--- src/rtl/rr_arbiter4_pkg.sv ---
// Shared types and helpers for the 4-way round-robin packet arbiter.
// Holds the state encoding, default data width and the rotating pick function.
package rr_arbiter4_pkg;

    localparam int unsigned WORD = 64;

    typedef enum logic {
        IDLE = 1'b0,
        BUSY = 1'b1
    } state_t;

    // First requester with valid set, scanning start, start+1, ... with 2-bit wrap.
    function automatic logic [1:0] rr_pick(input logic [3:0] valid, input logic [1:0] start);
        logic [1:0] idx;
        logic [1:0] res;
        logic       found;
        res   = start;
        found = 1'b0;
        for (int i = 0; i < 4; i++) begin
            idx = start + 2'(i);
            if (!found && valid[idx]) begin
                res   = idx;
                found = 1'b1;
            end
        end
        return res;
    endfunction

endpackage

--- src/rtl/mux4.sv ---
// Plain 4:1 data multiplexer used as the shared output path of the arbiter.
module mux4 #(
    parameter int unsigned SIZE = 64
) (
    input  logic [SIZE-1:0] a,
    input  logic [SIZE-1:0] b,
    input  logic [SIZE-1:0] c,
    input  logic [SIZE-1:0] d,
    input  logic [1:0]      sel,
    output logic [SIZE-1:0] out
);

    always_comb begin
        unique case (sel)
            2'd0:    out = a;
            2'd1:    out = b;
            2'd2:    out = c;
            default: out = d;
        endcase
    end

endmodule

--- src/rtl/rr_arbiter4.sv ---
// Round-robin packet arbiter: grants whole packets from 4 requesters onto one
// valid/ready output port, with a watchdog that releases a stalled owner.
module rr_arbiter4
    import rr_arbiter4_pkg::*;
#(
    parameter int unsigned SIZE    = WORD,
    parameter int unsigned TIMEOUT = 16
) (
    input  logic            clk,
    input  logic            rst_n,
    input  logic [3:0]      req_valid,
    input  logic [3:0]      req_last,
    input  logic [SIZE-1:0] req_data_a,
    input  logic [SIZE-1:0] req_data_b,
    input  logic [SIZE-1:0] req_data_c,
    input  logic [SIZE-1:0] req_data_d,
    output logic [3:0]      req_ready,
    output logic            out_valid,
    input  logic            out_ready,
    output logic [SIZE-1:0] out_data,
    output logic            out_last,
    output logic [3:0]      grant,
    output logic [1:0]      sel,
    output logic            timeout_err
);

    localparam int unsigned WDW = (TIMEOUT > 0) ? $clog2(TIMEOUT + 1) : 1;
    localparam logic [WDW-1:0] WDOG_LAST = WDW'(TIMEOUT - 1);

    state_t         state;
    logic [1:0]     ptr;
    logic [WDW-1:0] wdog;

    logic       busy;
    logic       xfer;
    logic [1:0] owner_next;
    logic [1:0] idle_pick;
    logic [1:0] chain_pick;

    always_comb begin
        busy       = (state == BUSY);
        out_valid  = busy & req_valid[sel];
        out_last   = busy & req_last[sel];
        xfer       = out_valid & out_ready;
        req_ready  = grant & {4{xfer}};
        owner_next = sel + 2'd1;
        idle_pick  = rr_pick(req_valid, ptr);
        // Back-to-back pick starts just past the finishing owner, making it lowest priority.
        chain_pick = rr_pick(req_valid, owner_next);
    end

    mux4 #(.SIZE(SIZE)) u_mux4 (
        .a   (req_data_a),
        .b   (req_data_b),
        .c   (req_data_c),
        .d   (req_data_d),
        .sel (sel),
        .out (out_data)
    );

    always_ff @(posedge clk or negedge rst_n) begin
        if (!rst_n) begin
            state       <= IDLE;
            grant       <= '0;
            sel         <= '0;
            ptr         <= '0;
            wdog        <= '0;
            timeout_err <= 1'b0;
        end else begin
            timeout_err <= 1'b0;
            unique case (state)
                IDLE: begin
                    if (|req_valid) begin
                        state <= BUSY;
                        sel   <= idle_pick;
                        grant <= 4'b0001 << idle_pick;
                        wdog  <= '0;
                    end
                end
                BUSY: begin
                    if (xfer) begin
                        wdog <= '0;
                        if (out_last) begin
                            ptr <= owner_next;
                            if (|req_valid) begin
                                sel   <= chain_pick;
                                grant <= 4'b0001 << chain_pick;
                            end else begin
                                state <= IDLE;
                                grant <= '0;
                            end
                        end
                    end else if (TIMEOUT > 0) begin
                        if (wdog == WDOG_LAST) begin
                            state       <= IDLE;
                            grant       <= '0;
                            ptr         <= owner_next;
                            wdog        <= '0;
                            timeout_err <= 1'b1;
                        end else if (wdog != '1) begin
                            wdog <= wdog + 1'b1;
                        end
                    end
                end
                default: ;
            endcase
        end
    end

endmodule
--- config.mk ---
export PLATFORM = sky130hd
export DESIGN_NAME = rr_arbiter4
export DESIGN_NICKNAME = d
export VERILOG_FILES = /design/src/rtl/rr_arbiter4_pkg.sv /design/src/rtl/mux4.sv /design/src/rtl/rr_arbiter4.sv
export SDC_FILE = /design/constraint.sdc
export NUM_CORES = 1
export LEC_CHECK = 0
export ABC_CLOCK_PERIOD_IN_PS = 2400
export CAP_MARGIN = 20
export CORE_AREA = 2 2 135 137
export DETAILED_ROUTE_END_ITERATION = 16
export DIE_AREA = 0 0 137 139
export GPL_ROUTABILITY_DRIVEN = 0
export HOLD_SLACK_MARGIN = 0.03
export SETUP_SLACK_MARGIN = 0.4
export SLEW_MARGIN = 20
export SYNTH_ARGS = -nofsm -noshare
export SYNTH_HDL_FRONTEND = slang
export SYNTH_SLANG_ARGS = --single-unit
--- constraint.sdc ---
create_clock -name clk -period 2.4 [get_ports clk]
set_clock_uncertainty 0.05 [all_clocks]
set_input_delay 0.6 -clock clk [delete_from_list [all_inputs] [get_ports clk]]
set_output_delay 0.6 -clock clk [all_outputs]
set_load 0.1 [all_outputs]
==> results of run 1 <==
[metal layers]
layer | wire [um] | part of all wire | GRT usage
met3 | 1540 | 0.076 | 0.0344
met5 | 0 | 0 | 0
met2 | 11100 | 0.54 | 0.365
met4 | 322 | 0.016 | 0.0494
met1 | 7370 | 0.36 | 0.213
[logic make-up (layout without fill, tap and decap cells)]
kind of cell    count (synthesis)  in the layout  synth area share
simple gates                   34             34            0.0715
flops                          15             15             0.137
mux                            73             73             0.273
compound gates                110            110             0.353
buf+inv                       102            493             0.144
other cells                     0              3                 0
fa+ha+maj                       5              5            0.0228
[worst max-delay path: cells and delay by family, from the launching register on]
kind,cells,cell delay [ns]
flip-flops,1,0.51
AO/OA/AOI/OAI,1,0.10
multiplexers,1,0.19
buffers and inverters,4,0.65
adder cells (fa/ha/maj),1,0.30
[final timing paths]
kind                          from           to  slack (ns)  cells past startpoint
min reg2reg                wdog[3]      wdog[3]        0.50                      1
max                         sel[1]  out_data[1]       -0.26                      7
min                        wdog[3]      wdog[3]        0.50                      1
max in group asynchronous    rst_n       sel[0]        1.05                      1
min in group asynchronous    rst_n       sel[1]        0.73                      1
max reg2reg                 sel[0]     grant[0]        0.03                      9
[through the flow]
stage,cells,area (um2),setup TNS [ns]
after floorplan,339,3230,-60.19
after global placement,936,7990,-3.66
after detailed placement,936,7990,-5.12
after CTS,952,8410,-11.90
after global routing,962,8620,-18.36
final,962,8620,-13.41
[final cells by class]
class / instances / area, um2
fillers: 1553 / 9040
well taps: 229 / 287
flip-flops and latches: 15 / 383
repair buffers: 420 / 5060
inverters: 69 / 264
multi-input cells: 222 / 2540
diodes: 3 / 7.51
clock buffers: 4 / 78.8
[sequential cells by signal, summed over array words and instances (netlist names)]
name,cells
sel,2
wdog,5
busy,1
grant,4
timeout_err,1
ptr,2
[cell usage in the layout (no fill, tap or decap), drive strengths merged]
cell           instances
or4                    1
nor2                   3
mux4                   1
a22o                   1
nand3                  3
o22a                   4
mux2                   5
dfrtp                 15
a31oi                  4
dlygate4sd2            7
diode                  3
a21boi                 4
nand2                  8
mux2i                 67
buf                  146
inv                   69
a32o                   2
nor4                   1
nand4                  1
o31ai                  1
nor3b                  2
a221o                  1
and3                   6
or3                    1
and2                   3
a222oi                64
ha                     5
and2b                  1
o32ai                  2
clkdlybuf4s50        259
nor2b                  4
o21ai                  6
clkbuf                12
o221ai                 1
a21o                   2
a211oi                 1
o21bai                 1
o22ai                  2
a21oi                 14
[what timing repair did]
item,in CTS,in global routing
endpoints found under the hold margin,0,0
endpoints found under the setup margin,84,84
pin swaps,22,20
gates resized for setup,42,24
gates cloned,5,3
buffers inserted,7,4
==> flow_metrics.tcl, run 1 <==
set metrics [dict create \
    max-slew-margin-rel 0.528 \
    fin_ws_ns -0.257 \
    clockBufferDepth 2 \
    min_period_over_period 1.11 \
    setup_viol 70 \
    die_area_um2 19000 \
    synthCells 339 \
    finalHoldViolCount 0 \
    drive_gt1_frac 0.315 \
    cts.sinks 15 \
    whs_ns 0.496 \
    htree_levels 1 \
    drv_slew 0 \
    grt_pass1_vias 4724 \
    dp_hpwl_um 15500 \
    netlist_area_um2 2750 \
    ios 344 \
    violations "setup timing" \
    yosysMostFrequentCell "inv_1" \
    start_util 0.156 \
    maxCapViolCount 0 \
    grt_max_degree 31 \
    synthToLayoutAreaGrowth_pct 214 \
    synth_top_area_share 0.244 \
    row_count 49 \
    grt_antenna_before_repair 3 \
    drc 0 \
    crit_path_frequent_cell "buf_12" \
    drt_iter0_markers 345 \
    critPathMaxStageDelay_ns 0.51 \
    grt_usage 0.191 \
    ant_nets 0 \
    critPathArrivalTime_ns 2.01 \
    via_per_inst 4.84 \
    worstSetupEndpointType "output pin" \
    worstSetupPathType "reg2out" \
    grt_overflow_total 0 \
    outcome "complete, but fails checks" \
    fmax_mhz 376 \
    max_slew.worst_pin.slew_ns 0.706 \
    clk-insertion-delay-late_ns 0.25 \
    core-area_um2 17700 \
    startpoint_type "flip-flop" \
    vias 4656 \
    first_pass_iters 8 \
    synth-seq-cells 15 \
    fin_util 0.488 \
    async_reset_ff_frac 1.00 \
    synth_common_cells "inv_1 (69), mux2i_1 (67), a222oi_1 (64), buf_1 (16), dfrtp_1 (15)" \
    yosysUniqueCellTypes 44 \
    path_max_fanout 14 \
    io_buffers 343 \
    synth-edff-count 0 \
    synth_area_leaders "mux2i_1 (24%), a222oi_1 (23%), dfrtp_1 (14%)" \
    die_width_um 137 \
    nNetsFinal 1003 \
    yosys_warnings 0 \
    drt_wl_total_um 20300 \
    crit_chain "inv_4 -> ha_4 -> buf_12 -> a222oi_1 -> buf_4 -> mux2i_4 -> buf_12" \
    hold_buffers 0 \
    clkTransAtPathRegs_ns 0.05 \
    cts_tree "built" \
    min_period_ns 2.66 \
    synth_top_area_cell "mux2i_1" \
    numCtsBuffers 3 \
    syn_nets 611 \
    die_h_um 139 \
    cts_root_buffer "clkbuf_16" \
    hp-class "reg2reg" \
    preCtsSetupSlack_ns -0.316 \
    routedWlPerCell_um 21.1 \
    crit_slowest_cell "dfrtp_4" \
    rsz0062_at_grt "yes" \
    critical_path_required_ns 1.75 \
    synth_seq_area_share 0.137 \
    syn_area_per_cell_um2 8.11 \
    grt_pass1_wl_um 28000 \
    ys.flop_type "dfrtp_1" \
]
Power of run 1 is not shown: default switching activity piles up to over one toggle a cycle in this logic, so the estimate is an artifact.
==> run 2, diff against run 1 <==
--- a/config.mk
+++ b/config.mk
@@ -8,12 +8,13 @@
 export ABC_CLOCK_PERIOD_IN_PS = 2400
 export CAP_MARGIN = 20
 export CORE_AREA = 2 2 135 137
+export CTS_BUF_LIST = sky130_fd_sc_hd__clkbuf_8
 export DETAILED_ROUTE_END_ITERATION = 16
 export DIE_AREA = 0 0 137 139
 export GPL_ROUTABILITY_DRIVEN = 0
 export HOLD_SLACK_MARGIN = 0.03
 export SETUP_SLACK_MARGIN = 0.4
-export SLEW_MARGIN = 20
+export SLEW_MARGIN = 40
 export SYNTH_ARGS = -nofsm -noshare
 export SYNTH_HDL_FRONTEND = slang
 export SYNTH_SLANG_ARGS = --single-unit
==> flow_metrics.tcl, run 2 (synthesis results as in run 1) <==
set metrics [dict create \
    drive_gt1_frac 0.324 \
    startpoint_type "flip-flop" \
    dp_hpwl_um 15500 \
    path_max_fanout 28 \
    final_common_cell "clkdlybuf4s50_1" \
    min_period_ns 2.67 \
    core-area_um2 17700 \
    worstSetupPathType "reg2out" \
    ios 344 \
    crit_chain "inv_4 -> ha_4 -> buf_12 -> a222oi_1 -> buf_4 -> mux2i_4 -> buf_12" \
    synthToLayoutAreaGrowth_pct 214 \
    drv_slew 0 \
    outcome "complete, but fails checks" \
    drt_iter0_markers 341 \
    largest_register "wdog" \
    finalHoldViolCount 0 \
    critPathMaxStageDelay_ns 0.52 \
    maxCapViolCount 0 \
    clockBufferDepth 2 \
    rsz0062_at_grt "yes" \
    die_area_um2 19000 \
    clkTransAtPathRegs_ns 0.07 \
    violations "setup timing" \
    preCtsSetupSlack_ns -0.316 \
    min_period_over_period 1.11 \
    hp-class "reg2reg" \
    critPathArrivalTime_ns 2.02 \
    drc 0 \
    mostFrequentLayoutCells "clkdlybuf4s50_1 (263), buf_12 (77), inv_1 (68)" \
    io_buffers 343 \
    crit_path_frequent_cell "buf_12" \
    grt_usage 0.192 \
    htree_levels 1 \
    first_pass_iters 9 \
    fin_util 0.489 \
    clk-insertion-delay-late_ns 0.26 \
    crit_family "buffers and inverters" \
    ant_nets 0 \
    critical_path_required_ns 1.75 \
    tns_ns -13.76 \
    cts_tree "built" \
    via_per_inst 4.84 \
    fin_ws_ns -0.271 \
    grt_pass1_vias 4709 \
    fmax_mhz 374 \
    grt_overflow_total 0 \
    top_regs "wdog x5, grant x4" \
    max-slew-margin-rel 0.511 \
    worstSetupEndpointType "output pin" \
    grt_pass1_wl_um 27900 \
    drt_wl_total_um 20200 \
    nNetsFinal 1004 \
    die_h_um 139 \
    cts.sinks 15 \
    max_slew.worst_pin.slew_ns 0.731 \
    largest_reg_flops 5 \
    setup_viol 74 \
    start_util 0.156 \
    die_width_um 137 \
    numCtsBuffers 3 \
    ff2ff_setup_slack_ns -0.07 \
    row_count 49 \
    cts_root_buffer "clkbuf_8" \
    grt_antenna_before_repair 2 \
    grt_max_degree 31 \
    critical_path_buf_inv_count 4 \
    crit_slowest_cell "dfrtp_4" \
    vias 4653 \
    routedWlPerCell_um 21.0 \
]
[run 2: changes by cell type in the layout (fill, tap and decap cells not counted), moves of 2 or more]
cell,delta
a21oi_1,-2
a21oi_2,+3
clkbuf_16,-2
clkbuf_8,+3
clkdlybuf4s50_1,+4
dlygate4sd2_1,-4
nand2_1,-2
nand2_2,+2
[run 2: path summary, 6_finish.rpt]
check,from,depth (start not counted),endpoint
setup reg to reg,sel[0],11,grant[2]
hold / removal,wdog[3],1,wdog[3]
setup / recovery,sel[1],7,out_data[1]
max in group asynchronous,rst_n,1,sel[0]
min in group asynchronous,rst_n,1,grant[1]
hold reg to reg,wdog[3],1,wdog[3]
[run 2: timing repair]
action | in CTS | in global routing
buffers inserted | 7 | 5
resized for setup | 48 | 21
pin swaps | 24 | 25
cloned | 5 | 3
hold buffers | 0 | 0
hold endpoints to repair | 0 | 0
endpoints found under the setup margin | 84 | 85
[run 2: cell type report]
| cell class | count | area [um2] |
|---|---|---|
| clock inverters | 1 | 3.75 |
| multi-input cells | 222 | 2560 |
| flip-flops and latches | 15 | 383 |
| fillers | 1547 | 9020 |
| well taps | 229 | 287 |
| clock buffers | 3 | 41.3 |
| diodes | 2 | 5.00 |
| repair buffers | 421 | 5090 |
| inverters | 69 | 264 |
[run 2: worst register-to-register path: stages (launching register included)]
cell     delay, ns
dfrtp_4       0.52
buf_4         0.16
buf_12        0.14
mux2i_4       0.18
a21oi_2       0.09
buf_4         0.14
buf_4         0.12
buf_6         0.12
and2_4        0.14
buf_4         0.15
a32o_1        0.27
mux2_4        0.27
[run 2: per-layer routing]
metal	vias up	track usage	wire length, um
met5	-	0	0
met4	0	0.0505	365
met3	24	0.0351	1550
met2	206	0.364	10900
met1	2280	0.214	7440
li1	2143	-	-
[run 2: stage by stage]
step,hold slack (ns),area [um2],instances
finish,0.511,8630,962
global route,0.521,8630,962
CTS,0.495,8440,952
detailed placement,0.484,7990,936
global placement,0.442,7990,936
floorplan,0.254,3230,339
Power of run 2 is left out for the same reason.
==> run 3, diff against run 2 <==
--- a/config.mk
+++ b/config.mk
@@ -14,7 +14,7 @@
 export GPL_ROUTABILITY_DRIVEN = 0
 export HOLD_SLACK_MARGIN = 0.03
 export SETUP_SLACK_MARGIN = 0.4
-export SLEW_MARGIN = 40
+export SLEW_MARGIN = 30
 export SYNTH_ARGS = -nofsm -noshare
 export SYNTH_HDL_FRONTEND = slang
 export SYNTH_SLANG_ARGS = --single-unit
==> results of run 3 <==
No change in the layout: final DEF, timing and power equal those of run 2.
Power of run 3 is left out for the same reason.
